File: src/rtl/video_timing_pkg.sv
// Shared types for the raster timing generator: axis phases, phase-length
// bundle and the total-length helper.
package video_timing_pkg;

   typedef enum logic [1:0] {
      PH_ACT  = 2'd0,
      PH_FP   = 2'd1,
      PH_SYNC = 2'd2,
      PH_BP   = 2'd3
   } phase_t;

   typedef struct packed {
      logic [15:0] active;
      logic [15:0] front;
      logic [15:0] sync;
      logic [15:0] back;
   } phase_len_t;

   function automatic int total_len(input phase_len_t l);
      return int'(l.active) + int'(l.front) + int'(l.sync) + int'(l.back);
   endfunction

endpackage

File: src/rtl/video_timing_gen_axis.sv
// One raster axis: ACT/FP/SYNC/BP phase FSM with a per-phase down-counter
// and a position counter; wrap pulses on the step that leaves BP.
module timing_axis
   import video_timing_pkg::*;
#(
   parameter int CW         = 10,
   parameter int RST_ACTIVE = 640
) (
   input  logic          clk,
   input  logic          reset,
   input  logic          step,
   input  phase_len_t    len,
   output phase_t        phase,
   output logic [CW-1:0] pos,
   output logic          wrap
);

   phase_t        phase_r;
   phase_t        next_phase_s;
   logic [15:0]   dcnt_r;
   logic [15:0]   next_len_s;
   logic [CW-1:0] pos_r;
   logic          last_s;

   assign last_s = (dcnt_r == 16'd1);
   assign wrap   = step && last_s && (phase_r == PH_BP);
   assign phase  = phase_r;
   assign pos    = pos_r;

   // Successor phase and the length it is loaded with.
   always_comb begin
      next_phase_s = PH_ACT;
      next_len_s   = len.active;
      case (phase_r)
         PH_ACT: begin
            next_phase_s = PH_FP;
            next_len_s   = len.front;
         end
         PH_FP: begin
            next_phase_s = PH_SYNC;
            next_len_s   = len.sync;
         end
         PH_SYNC: begin
            next_phase_s = PH_BP;
            next_len_s   = len.back;
         end
         PH_BP: begin
            next_phase_s = PH_ACT;
            next_len_s   = len.active;
         end
         default: begin
            next_phase_s = PH_ACT;
            next_len_s   = len.active;
         end
      endcase
   end

   // Phase, down-counter and position advance together on each step.
   always_ff @(posedge clk) begin
      if (reset) begin
         phase_r <= PH_ACT;
         dcnt_r  <= 16'(RST_ACTIVE);
         pos_r   <= {CW{1'b0}};
      end else if (step) begin
         if (last_s) begin
            phase_r <= next_phase_s;
            dcnt_r  <= next_len_s;
         end else begin
            dcnt_r  <= dcnt_r - 16'd1;
         end
         pos_r <= wrap ? {CW{1'b0}} : pos_r + CW'(1'b1);
      end
   end

endmodule

File: src/rtl/video_timing_gen.sv
// Raster timing generator: coordinates, blanking, syncs and line/frame strobes.
// Optional runtime geometry via VIDEO_TIMING_SHADOW_EN.
module video_timing_gen
   import video_timing_pkg::*;
#(
   parameter int   H_ACTIVE  = 640,
   parameter int   H_FRONT   = 16,
   parameter int   H_SYNC    = 96,
   parameter int   H_BACK    = 48,
   parameter int   V_ACTIVE  = 480,
   parameter int   V_FRONT   = 10,
   parameter int   V_SYNC    = 2,
   parameter int   V_BACK    = 33,
   parameter logic HSYNC_POL = 1'b0,
   parameter logic VSYNC_POL = 1'b0,
   parameter int   XBITS     = $clog2(H_ACTIVE),
   parameter int   YBITS     = $clog2(V_ACTIVE)
) (
   input  logic             clk,
   input  logic             reset,
   input  logic             enable,
`ifdef VIDEO_TIMING_SHADOW_EN
   input  logic [4*16-1:0]  cfg_h,
   input  logic [4*16-1:0]  cfg_v,
   input  logic             cfg_valid,
`endif
   output logic [XBITS-1:0] x,
   output logic [YBITS-1:0] y,
   output logic             active,
   output logic             hsync,
   output logic             vsync,
   output logic             line_start,
   output logic             frame_start
);

   localparam phase_len_t H_PARAM = '{active: 16'(H_ACTIVE), front: 16'(H_FRONT),
                                      sync: 16'(H_SYNC), back: 16'(H_BACK)};
   localparam phase_len_t V_PARAM = '{active: 16'(V_ACTIVE), front: 16'(V_FRONT),
                                      sync: 16'(V_SYNC), back: 16'(V_BACK)};
   localparam int HCW = $clog2(total_len(H_PARAM));
   localparam int VCW = $clog2(total_len(V_PARAM));

   if (H_ACTIVE < 1 || H_FRONT < 1 || H_SYNC < 1 || H_BACK < 1 ||
       V_ACTIVE < 1 || V_FRONT < 1 || V_SYNC < 1 || V_BACK < 1) begin : g_bad_len
      $error("video_timing_gen: every phase length must be at least 1");
   end

   phase_t           h_phase_s;
   phase_t           v_phase_s;
   logic [HCW-1:0]   hcnt_s;
   logic [VCW-1:0]   vcnt_s;
   logic             h_wrap_s;
   logic             v_wrap_s;
   phase_len_t       h_len_s;
   phase_len_t       v_len_s;
   logic             h_act_s;
   logic             v_act_s;

`ifdef VIDEO_TIMING_SHADOW_EN
   phase_len_t h_shadow_r;
   phase_len_t v_shadow_r;
   phase_len_t h_pend_r;
   phase_len_t v_pend_r;
   logic       pend_r;
   logic       apply_s;

   // Pending geometry goes live on the step that wraps into pixel (0,0), so
   // the new active length is already loaded for the first line of the frame.
   assign apply_s = h_wrap_s && v_wrap_s && pend_r;
   assign h_len_s = apply_s ? h_pend_r : h_shadow_r;
   assign v_len_s = apply_s ? v_pend_r : v_shadow_r;

   // Capture pending config and promote it at the frame boundary.
   always_ff @(posedge clk) begin
      if (reset) begin
         h_shadow_r <= H_PARAM;
         v_shadow_r <= V_PARAM;
         h_pend_r   <= H_PARAM;
         v_pend_r   <= V_PARAM;
         pend_r     <= 1'b0;
      end else begin
         if (cfg_valid) begin
            h_pend_r <= '{active: cfg_h[15:0], front: cfg_h[31:16],
                          sync: cfg_h[47:32], back: cfg_h[63:48]};
            v_pend_r <= '{active: cfg_v[15:0], front: cfg_v[31:16],
                          sync: cfg_v[47:32], back: cfg_v[63:48]};
            pend_r   <= 1'b1;
         end else if (apply_s) begin
            pend_r   <= 1'b0;
         end
         if (apply_s) begin
            h_shadow_r <= h_pend_r;
            v_shadow_r <= v_pend_r;
         end
      end
   end
`else
   assign h_len_s = H_PARAM;
   assign v_len_s = V_PARAM;
`endif

   timing_axis #(.CW(HCW), .RST_ACTIVE(H_ACTIVE)) u_h_axis (
      .clk   (clk),
      .reset (reset),
      .step  (enable),
      .len   (h_len_s),
      .phase (h_phase_s),
      .pos   (hcnt_s),
      .wrap  (h_wrap_s)
   );

   timing_axis #(.CW(VCW), .RST_ACTIVE(V_ACTIVE)) u_v_axis (
      .clk   (clk),
      .reset (reset),
      .step  (h_wrap_s),
      .len   (v_len_s),
      .phase (v_phase_s),
      .pos   (vcnt_s),
      .wrap  (v_wrap_s)
   );

   assign h_act_s = (h_phase_s == PH_ACT);
   assign v_act_s = (v_phase_s == PH_ACT);

   // Outputs lag the position by one enabled step and hold while enable is low.
   always_ff @(posedge clk) begin
      if (reset) begin
         x           <= {XBITS{1'b0}};
         y           <= {YBITS{1'b0}};
         active      <= 1'b0;
         hsync       <= ~HSYNC_POL;
         vsync       <= ~VSYNC_POL;
         line_start  <= 1'b0;
         frame_start <= 1'b0;
      end else if (enable) begin
         x           <= h_act_s ? XBITS'(hcnt_s) : {XBITS{1'b0}};
         y           <= v_act_s ? YBITS'(vcnt_s) : y;
         active      <= h_act_s && v_act_s;
         hsync       <= (h_phase_s == PH_SYNC) ? HSYNC_POL : ~HSYNC_POL;
         vsync       <= (v_phase_s == PH_SYNC) ? VSYNC_POL : ~VSYNC_POL;
         line_start  <= h_act_s && (hcnt_s == {HCW{1'b0}});
         frame_start <= h_act_s && v_act_s && (hcnt_s == {HCW{1'b0}}) &&
                        (vcnt_s == {VCW{1'b0}});
      end
   end

endmodule

File: config.mk
export PLATFORM = sky130hd
export DESIGN_NAME = video_timing_gen
export DESIGN_NICKNAME = d
export VERILOG_FILES = /design/src/rtl/video_timing_pkg.sv /design/src/rtl/video_timing_gen_axis.sv /design/src/rtl/video_timing_gen.sv
export SDC_FILE = /design/constraint.sdc
export NUM_CORES = 1
export LEC_CHECK = 0
export CORE_ASPECT_RATIO = 0.8
export CORE_UTILIZATION = 34
export DETAILED_ROUTE_END_ITERATION = 6
export HOLD_SLACK_MARGIN = 0.06
export PLACE_DENSITY = 0.51
export SLEW_MARGIN = 30
export SYNTH_ARGS = -nofsm -noshare
export SYNTH_HDL_FRONTEND = slang
export SYNTH_HIERARCHICAL = 1
export SYNTH_SLANG_ARGS = --single-unit
File: constraint.sdc
create_clock -name clk -period 2.89 [get_ports clk]
set_input_delay 0.578 -clock clk [delete_from_list [all_inputs] [get_ports clk]]
set_output_delay 0.578 -clock clk [all_outputs]
set_load 0.02 [all_outputs]
==> results.sh <==
export IMPL_status="finished, final reports clean"
export IMPL_gp_congestion=0.8670
export IMPL_fmax_mhz=376.3
export IMPL_avgSynthCellArea_um2=8.271
export IMPL_die_h_um=110.3
export IMPL_num_rows=39
export IMPL_nFillCells=1418
export IMPL_cts_buffers=9
export IMPL_port_buffers=26
export IMPL_cts_tree="yes"
export IMPL_placed_cells=939
export IMPL_setup_viol=0
export IMPL_cp_required_ps=3160
export IMPL_whs_ps=452.6
export IMPL_switchingPower_uw=680.7
export IMPL_hp_class="register to register"
export IMPL_htree_levels=3
export IMPL_synth_edf_count=0
export IMPL_fin_skew_ps=6.610
export IMPL_drv_slew=0
export IMPL_cts_buffer_depth=2
export IMPL_grt_max_degree=50
export IMPL_critPathLaunchType="register"
export IMPL_antenna_cells=0
export IMPL_min_period_over_period=0.9194
export IMPL_syn_to_final_growth_pct=27.47
export IMPL_drc=0
export IMPL_timing_slew_headroom=0.6057
export IMPL_grt_pass1_vias=4432
export IMPL_vias_per_cell=5.132
export IMPL_crit_buf_inv=2
export IMPL_pwr_share_clk=0.451
export IMPL_antenna_found_initial=0
export IMPL_rsz0062_at_grt="false"
export IMPL_path_max_fanout=6
export IMPL_path_cells="inv_1 -> ha_1 -> or4b_1 -> nor4_4 -> nand2_1 -> inv_2 -> nor4b_4 -> nand2b_2 -> or4_1 -> a31oi_1"
export IMPL_tightest_slew_ps=583.2
export IMPL_yosys_warnings=6
export IMPL_initial_core_util=0.3488
export IMPL_fp_dieArea_um2=15160
export IMPL_vias=4901
export IMPL_fp_coreArea_um2=14300
export IMPL_ant_nets=0
export IMPL_period_needed_ps=2657
export IMPL_cp_slowest_stage_delay_ps=510
export IMPL_clock_latency_ps=350
export IMPL_ys_flop_type="dfxtp_1"
export IMPL_drtPass1Iterations=6
export IMPL_hold_viol_final=0
export IMPL_end_kind="register"
export IMPL_vdd_drop_max_mv=0.3376
export IMPL_pwr_share_comb=0.101
export IMPL_nets=783
export IMPL_gr_usage_all_layers=0.1887
export IMPL_power_mw=2.587
export IMPL_grt_ovfl_total=0
export IMPL_synth_seq_cells=80
export IMPL_fin_setup_tns_ps=0
export IMPL_wl_per_cell_um=14.41
export IMPL_p_leak_nw=2.499
export IMPL_p_per_area_nw_per_um2=406.9
export IMPL_wl_um=13760
export IMPL_crit_family="simple AND/OR/NAND/NOR gates"
export IMPL_grt_pass1_wl_um=22400
export IMPL_die_x_um=137.4
export IMPL_synthCells=603
export IMPL_cpMaxStageDelayCell="or4b_1"
export IMPL_async_reset_ff_frac=0
export IMPL_p_seq_frac=0.448
export IMPL_ios=27
export IMPL_drt_iter0_drc=422
export IMPL_p_sw_frac=0.2631
export IMPL_syn_area_um2=4987
export IMPL_power_internal_mw=1.906
export IMPL_postCtsSetupRepairBufs=0
export IMPL_criticalPathCategory="register to register"
export IMPL_layout_cells_non_filler=955
export IMPL_clk_pin_slew_ps=60
export IMPL_cts_sinks=80
export IMPL_clockRootBuffer="clkbuf_16"
export IMPL_ys_types=79
export IMPL_drive_gt1_frac=0.1077
export IMPL_drv_cap=0
export IMPL_regToRegSetupSlack_ps=230
export IMPL_crit_arrival_ps=2930
export IMPL_seq_area_frac_synth=0.3211
export IMPL_hpwlAfterDp_um=9977
-- registers in the layout (all words and copies together) (netlist names) --
signal,flops
active,1
frame_start,1
hsync,1
line_start,1
u_h_axis/dcnt_r,16
u_h_axis/phase,2
u_h_axis/pos,10
u_v_axis/dcnt_r,16
u_v_axis/phase,2
u_v_axis/pos,10
vsync,1
x,10
y,9
-- power groups by stage --
stage                     combinational, mW  clock [mW]  sequential, mW
final                                 0.260        1.17            1.16
after floorplan                       0.178           0            1.19
after CTS                             0.254        1.19            1.16
after global placement                0.251           0            1.18
after detailed placement              0.253           0            1.18
after global routing                  0.294        1.24            1.16
-- final timing paths --
check	from	to	cells after the start
max	u_h_axis/dcnt_r[1]$_SDFFE_PP0P_	u_v_axis/dcnt_r[12]$_SDFFE_PP0P_	10
max reg2reg	u_h_axis/dcnt_r[1]$_SDFFE_PP0P_	u_v_axis/dcnt_r[12]$_SDFFE_PP0P_	10
min	line_start$_SDFFE_PP0P_	line_start$_SDFFE_PP0P_	2
min reg2reg	line_start$_SDFFE_PP0P_	line_start$_SDFFE_PP0P_	2
-- layout by cell type (no fill, tap or decap), types with 11 or more instances in the layout --
master / count
conb_1: 128
dfxtp_1: 80
nor2_1: 62
nand2_1: 50
buf_4: 39
a21oi_1: 33
o21ai_0: 33
a222oi_1: 29
clkdlybuf4s50_1: 24
nor3_1: 19
nand3_1: 19
inv_1: 17
nand4_1: 15
nor4_1: 14
ha_1: 14
mux2i_1: 13
a31oi_1: 12
nor2b_1: 11
xor2_1: 11
-- area by class of cell --
class                      instances  area [µm²]  share of cell area
clock inverter                     6       67.56             0.01063
inverter                          19       71.32             0.01122
clock buffer                      10       229.0             0.03602
multi-input combinational        590        3587              0.5643
sequential                        80        1602              0.2519
tap                              184       230.2             0.03621
timing repair buffer              66       570.5             0.08975
-- layer usage --
metal | vias to the layer above | global-route usage | part of all wire
met4 | 0 | 0.06515 | 0.014
met3 | 15 | 0.02835 | 0.050
li1 | 2491 | - | -
met5 | - | 0 | 0
met2 | 137 | 0.2943 | 0.43
met1 | 2258 | 0.2635 | 0.50
-- cell usage after synthesis, drive strengths merged, types with 7 or more instances --
master | n | area, µm²
dfxtp | 80 | 1602
nor2 | 62 | 232.7
nand2 | 51 | 198.9
o21ai | 37 | 185.2
a21oi | 33 | 165.2
a222oi | 29 | 290.3
clkbuf | 25 | 103.9
nor3 | 20 | 105.1
nand3 | 19 | 95.09
inv | 18 | 67.56
nor4 | 18 | 163.9
buf | 15 | 120.1
nand4 | 15 | 93.84
ha | 14 | 175.2
mux2i | 13 | 130.1
a31oi | 12 | 75.07
nor2b | 12 | 75.07
nand2b | 11 | 71.32
xor2 | 11 | 96.34
or4 | 9 | 77.58
nor4b | 7 | 82.57
-- cell families (layout without fill, tap and decap cells) --
group,after synthesis,count (layout),synth area share
xor gates and xnor gates,17,17,0.02985
and+or+nand+nor,260,260,0.2958
DFF,80,80,0.3211
other,2,128,0.001506
buffers and inverters,59,101,0.05920
muxes,13,13,0.02609
AOI/OAI and AO/OA,158,158,0.2313
adders and majority gates,14,14,0.03512
-- repair_timing --
| item | 4_1_cts | 5_1_grt |
|---|---|---|
| endpoints found under the setup margin | 0 | 17 |
| resized for setup | 0 | 3 |
| hold buffers | 0 | 0 |
-- per-stage QoR --
step | utilization | worst slack (ps) | instance area, µm²
2_1_floorplan | - | 47.54 | 5473
3_3_place_gp | 0.4229 | -277.8 | 6047
3_5_place_dp | 0.4229 | -336.5 | 6047
4_1_cts | 0.4437 | 29.30 | 6344
5_1_grt | 0.4446 | 40.21 | 6357
6_report | 0.4446 | 232.8 | 6357
-- worst min-delay path: stages, from the launching register on --
cell     delay [ps]
dfxtp_1         310
nand2_1          50
o21ai_1          50
(Power assumes the default switching activity.)
